--- src/rtl/cpu_bus_sequencer.sv ---
`default_nettype none
// ============================================================================
// cpu_bus_sequencer: M-cycle bus sequencer with wait stretch and imm lanes.
// Revision: 1.0
// ============================================================================
module cpu_bus_sequencer #(
  parameter int AW        = 16,
  parameter int DW        = 8,
  parameter int T_PER_M   = 4,
  parameter int IMM_BYTES = 2
) (
  input  logic                         clk,
  input  logic                         rst,
  input  logic                         req_valid,
  output logic                         req_ready,
  input  logic [1:0]                   req_op,
  input  logic [AW-1:0]                req_addr,
  input  logic [DW-1:0]                req_wdata,
  input  logic [$clog2(IMM_BYTES):0]   req_lane,
  input  logic                         req_imm_clr,
  input  logic                         bus_wait,
  input  logic [DW-1:0]                din,
  output logic [AW-1:0]                a,
  output logic [DW-1:0]                dout,
  output logic                         rd,
  output logic                         wr,
  output logic                         phi,
  output logic [$clog2(T_PER_M)-1:0]   t_state,
  output logic [DW-1:0]                opcode,
  output logic [DW-1:0]                rdata,
  output logic [IMM_BYTES*DW-1:0]      imm,
  output logic                         m_done,
  output logic [15:0]                  mcycle_cnt
);

  localparam int TW = $clog2(T_PER_M);
  localparam int LW = $clog2(IMM_BYTES) + 1;
  localparam logic [TW-1:0] c_t_last = TW'(T_PER_M - 1);
  localparam logic [TW-1:0] c_t_hold = TW'(T_PER_M - 2);
  localparam logic [LW-1:0] c_lanes  = LW'(IMM_BYTES);

  typedef enum logic [1:0] {
    OP_IDLE  = 2'b00,
    OP_FETCH = 2'b01,
    OP_WRITE = 2'b10,
    OP_READ  = 2'b11
  } op_e;

  logic [TW-1:0]           t_q, t_d;
  op_e                     op_q, op_d;
  logic [DW-1:0]           wdata_q, wdata_d;
  logic [LW-1:0]           lane_q, lane_d;
  logic [AW-1:0]           a_q, a_d;
  logic [DW-1:0]           dout_q, dout_d;
  logic                    rd_q, rd_d;
  logic                    wr_q, wr_d;
  logic                    phi_q, phi_d;
  logic [DW-1:0]           opcode_q, opcode_d;
  logic [DW-1:0]           rdata_q, rdata_d;
  logic [IMM_BYTES*DW-1:0] imm_q, imm_d;
  logic                    m_done_q, m_done_d;
  logic [15:0]             cnt_q, cnt_d;

  always_comb begin
    t_d      = t_q;
    op_d     = op_q;
    wdata_d  = wdata_q;
    lane_d   = lane_q;
    a_d      = a_q;
    dout_d   = dout_q;
    rd_d     = rd_q;
    wr_d     = wr_q;
    phi_d    = phi_q;
    opcode_d = opcode_q;
    rdata_d  = rdata_q;
    imm_d    = imm_q;
    m_done_d = 1'b0;
    cnt_d    = cnt_q;

    // Wait only stretches the state before the last, and only for real ops.
    if (t_q == c_t_last) begin
      t_d = '0;
    end else if (!(t_q == c_t_hold && bus_wait && op_q != OP_IDLE)) begin
      t_d = t_q + TW'(1);
    end

    if (t_q == '0) begin
      op_d    = req_valid ? op_e'(req_op) : OP_IDLE;
      wdata_d = req_wdata;
      lane_d  = req_lane;
      rd_d    = 1'b0;
      wr_d    = 1'b0;
      dout_d  = '0;
      if (req_valid && req_op != OP_IDLE) begin
        a_d = req_addr;
      end
      if (req_valid && req_imm_clr) begin
        imm_d = '0;
      end
    end else if (t_q == TW'(1)) begin
      rd_d  = (op_q == OP_FETCH) || (op_q == OP_READ);
      wr_d  = 1'b0;
      phi_d = 1'b1;
    end else if (t_q == c_t_last) begin
      rd_d  = 1'b0;
      phi_d = 1'b0;
      case (op_q)
        OP_WRITE: begin
          wr_d   = 1'b1;
          dout_d = wdata_q;
        end
        OP_FETCH: opcode_d = din;
        OP_READ: begin
          rdata_d = din;
          if (lane_q < c_lanes) begin
            imm_d[int'(lane_q)*DW +: DW] = din;
          end
        end
        default: ;
      endcase
      if (op_q != OP_IDLE) begin
        m_done_d = 1'b1;
        cnt_d    = cnt_q + 16'd1;
      end
    end
  end

  always_ff @(posedge clk) begin
    if (rst) begin
      t_q      <= '0;
      op_q     <= OP_IDLE;
      wdata_q  <= '0;
      lane_q   <= '0;
      a_q      <= '0;
      dout_q   <= '0;
      rd_q     <= 1'b0;
      wr_q     <= 1'b0;
      phi_q    <= 1'b0;
      opcode_q <= '0;
      rdata_q  <= '0;
      imm_q    <= '0;
      m_done_q <= 1'b0;
      cnt_q    <= '0;
    end else begin
      t_q      <= t_d;
      op_q     <= op_d;
      wdata_q  <= wdata_d;
      lane_q   <= lane_d;
      a_q      <= a_d;
      dout_q   <= dout_d;
      rd_q     <= rd_d;
      wr_q     <= wr_d;
      phi_q    <= phi_d;
      opcode_q <= opcode_d;
      rdata_q  <= rdata_d;
      imm_q    <= imm_d;
      m_done_q <= m_done_d;
      cnt_q    <= cnt_d;
    end
  end

  assign req_ready  = (t_q == '0);
  assign t_state    = t_q;
  assign a          = a_q;
  assign dout       = dout_q;
  assign rd         = rd_q;
  assign wr         = wr_q;
  assign phi        = phi_q;
  assign opcode     = opcode_q;
  assign rdata      = rdata_q;
  assign imm        = imm_q;
  assign m_done     = m_done_q;
  assign mcycle_cnt = cnt_q;

endmodule
`default_nettype wire

--- config.mk ---
export PLATFORM = sky130hd
export DESIGN_NAME = cpu_bus_sequencer
export DESIGN_NICKNAME = d
export VERILOG_FILES = /design/src/rtl/cpu_bus_sequencer.sv
export SDC_FILE = /design/constraint.sdc
export NUM_CORES = 1
export LEC_CHECK = 0
export BUFFER_PORTS_ARGS = -buffer_cell sky130_fd_sc_hd__buf_2
export CORE_MARGIN = 3
export CORE_UTILIZATION = 30
export DETAILED_ROUTE_END_ITERATION = 12
export PLACE_DENSITY = 0.57
export SETUP_SLACK_MARGIN = 0.4
export SLEW_MARGIN = 20
export SYNTH_ARGS = -nofsm -noshare
export SYNTH_HDL_FRONTEND = slang
export SYNTH_SLANG_ARGS = --single-unit
--- constraint.sdc ---
create_clock -name clk -period 2.2 [get_ports clk]
set_input_delay 0.11 -clock clk [delete_from_list [all_inputs] [get_ports clk]]
set_output_delay 0.11 -clock clk [all_outputs]
set_load 0.02 [all_outputs]
==> flow_summary_export.csv <==
group,metric,value,unit
clock_network,clock_latency,0.34,ns
clock_network,clock-sinks,90,
route,ant_nets,0,
global_route,grtUsageTotal,14.5,%
floorplan,die_w,117,um
placement,post-place-ws,0.123,ns
cells_and_area,final_cell_mix,"buf_2 (119), dfxtp_1 (88), nor2_1 (54)",
critical_path,r2r-start,"t_state[1]",
sta,slew_headroom,54.5,%
critical_path,worstPathRequired,2.43,ns
floorplan,start_util,30.9,%
sta,fin_crit_sh,86.8,%
sta,fin_crit,1.91,ns
global_route,grt_max_degree,61,
power,switching_share,27.6,%
yosys,yosys.area.top_type,"dfxtp_1",
yosys,synth_edf_count,0,
critical_path,crit_chain,"inv_6 -> ha_4 -> or3b_4 -> buf_4 -> buf_6 -> nor4_4 -> xnor2_1 -> nor2_1",
route,routed_wl,9950,um
floorplan,die-area,0.0138,mm2
power,pwr-share-comb,17.0,%
critical_path,r2r_slack,0.29,ns
sta,rsz0062_at_grt,"true",
clock_network,numCtsBuffers,9,
yosys,synth_area,0.00372,mm2
sta,setup_viol,0,
yosys,synth_nets,451,
critical_path,critPathSlowestCell,"or3b_4",
yosys,synth_cell_types,37,
clock_network,tritoncts,"done",
power,clkPwrFrac,38.1,%
yosys,synth_warnings,0,
clock_network,cts_root_buf,"clkbuf_16",
critical_path,end_kind,"flip-flop",
cells_and_area,area_delta_synth_final,43.0,%
cells_and_area,design_area,0.00533,mm2
yosys,synth_cells,402,
yosys,netlist.area_leader.share,48.4,%
sta,finClkSkew,0.00663,ns
critical_path,rr_worst_depth,8,
cells_and_area,nNetsFinal,602,
yosys,synth_area_leaders,"dfxtp_1 (48%), mux2i_1 (13%), nor2_1 (5.4%)",
critical_path,cp.arrival,2.14,ns
floorplan,die_y,117,um
floorplan,rows,40,
critical_path,path_class,"flip-flop to flip-flop",
critical_path,reg2reg_to,"mcycle_cnt[8]",
status,status,"finished clean",
power,p_leak,2.50,nW
global_route,grt_overflow,0,
placement,numPortBuffers,119,
sta,timing.fmax,0.524,GHz
floorplan,coreArea,0.0121,mm2
route,route.vias.total,3299,
power,pwr-share-seq,44.9,%
min_path,hp-class,"primary input to flip-flop",
cells_and_area,diodes,0,
clock_network,clockBufferDepth,2,
yosys,postSynthAreaPerCell,9.27,um2
clock_network,htreeDepth,3,
route,first_pass_iters,4,
critical_path,cp_max_fo,9,
critical_path,max_stage_delay,0.44,ns
global_route,grt_antenna_before_repair,0,
yosys,synth-seq-cells,90,
cells_and_area,final_common_cell,"buf_2",
sta,setup-tns-final,0,ns
placement,dpl.cell_count,676,
global_route,first_global_vias,3297,
power,p_sw,1.07,mW
sta,hold_viol,0,
min_path,holdCritStartpoint,"req_wdata[6]",
cells_and_area,drive_gt1_share,34.6,%
min_path,whs_endpoint,"wdata_q[6]",
power,ir_worst_vdd,0.308,mV
cells_and_area,finalNonFillerCells,726,
placement,hpwlAfterDp,6800,um
sta,maxSlewViolCount,0,
placement,dpl_cell_area,0.00458,mm2
run,max-cap-violations,0,
placement,place.gp.congestion,0.735,
min_path,whs_path_depth,3,
yosys,ys.flop_type,"dfxtp_1",
yosys,async_flop_share,0,%
route,viasPerCell,4.54,
power,p_int,2.80,mW
clock_network,clk_pin_slew,0.07,ns
route,drtIter0Drc,134,
yosys,yosysSeqAreaShare,48.4,%
sta,hold_ws,0.0109,ns
sta,worst_slack,0.290,ns
route,remaining_drc_errors,0,
sta,worstMarginPinSlew,0.679,ns
floorplan,ios,120,
critical_path,start_kind,"flip-flop",
global_route,grt_pass1_wl,16200,um
route,wl_per_cell,13.7,um
power,power_density,728,mW/mm2
-- metal layers --
layer | up-vias | GRT usage, % | routed length, um
met5 | - | 0 | 0
met4 | 0 | 6.45 | 194
met3 | 16 | 4.63 | 534
met2 | 77 | 23.8 | 4770
met1 | 1564 | 17.4 | 4450
li1 | 1642 | - | -
-- how the worst max path moves through the flow --
stage	slack, ns	startpoint	endpoint
after CTS	0.28	t_state[1]	mcycle_cnt[13]
after global routing	0.22	t_state[1]	mcycle_cnt[8]
final	0.29	t_state[1]	mcycle_cnt[8]
after global placement	0.15	t_state[1]	mcycle_cnt[11]
after detailed placement	0.12	t_state[1]	mcycle_cnt[13]
after floorplan	0.21	t_state[0]	mcycle_cnt[11]
-- area by class of cell --
| cell class | instances | area, um2 |
|---|---|---|
| repair buffers | 164 | 1010 |
| well taps | 168 | 210 |
| multi-input cells | 279 | 1960 |
| clock buffers | 10 | 239 |
| flip-flops and latches | 90 | 1810 |
| fillers | 1172 | 6740 |
| inverters | 9 | 41.3 |
| clock inverters | 6 | 51.3 |
-- kinds of logic after synthesis --
logic type / after synthesis / synth area share, %
compound gates: 35 / 5.31
xor+xnor: 10 / 2.35
fa+ha+maj: 8 / 2.69
buf+inv: 33 / 3.73
flops: 90 / 48.4
mux: 55 / 15.3
simple gates: 171 / 22.3
-- sequential cells by signal, summed over array words and instances, names as in the netlist, 2 cells and up --
signal and count:
t_state 2, wdata_q 8, op_q 2, imm 16, mcycle_cnt 16, dout 8
rdata 8, a 16, lane_q 2, opcode 8
-- cell usage after synthesis, types with 2 or more instances --
master	number
mux2_1	2
o211ai_1	3
o21ai_0	2
or2_2	2
nand2_1	52
nor2_1	54
nor4_2	3
inv_1	9
nor2b_1	6
xnor2_1	10
nand3_1	9
nand3b_1	3
buf_2	6
nor3b_1	3
a21oi_1	25
clkbuf_1	16
nand4_1	3
nor3_1	7
nor4_1	2
ha_1	8
dfxtp_1	90
mux2i_1	50
mux2_4	3
and3_1	3
nand2b_1	19
-- worst max-delay path: cells and delay by family (launching register included) --
| family | cells | cell delay (ns) |
|---|---|---|
| simple gates | 3 | 0.77 |
| flops | 1 | 0.38 |
| buf+inv | 3 | 0.36 |
| fa+ha+maj | 1 | 0.15 |
| xor+xnor | 1 | 0.15 |
-- power by group through the flow --
stage                     clock (mW)  sequential (mW)  combinational (mW)
final                           1.48             1.74               0.660
after global routing            1.60             1.75               0.721
after CTS                       1.54             1.74               0.637
after detailed placement           0             1.77               0.549
after global placement             0             1.77               0.532
after floorplan                    0             1.81               0.333
-- repair_timing --
action / 4_1_cts / 5_1_grt
buffers inserted: 5 / 10
endpoints found under the setup margin: 51 / 61
hold buffers: 19 / 0
hold endpoints to repair: 19 / 0
pin swaps: 4 / 15
gates resized for setup: 13 / 19
-- metrics by stage --
| step | total power, mW | utilization (%) |
|---|---|---|
| 4_1_cts | 3.91 | 42.7 |
| 2_1_floorplan | 2.14 | - |
| 3_5_place_dp | 2.32 | 38.0 |
| 5_1_grt | 4.07 | 44.2 |
| 6_report | 3.88 | 44.2 |
| 3_3_place_gp | 2.30 | 38.0 |
(Power assumes the default switching activity.)
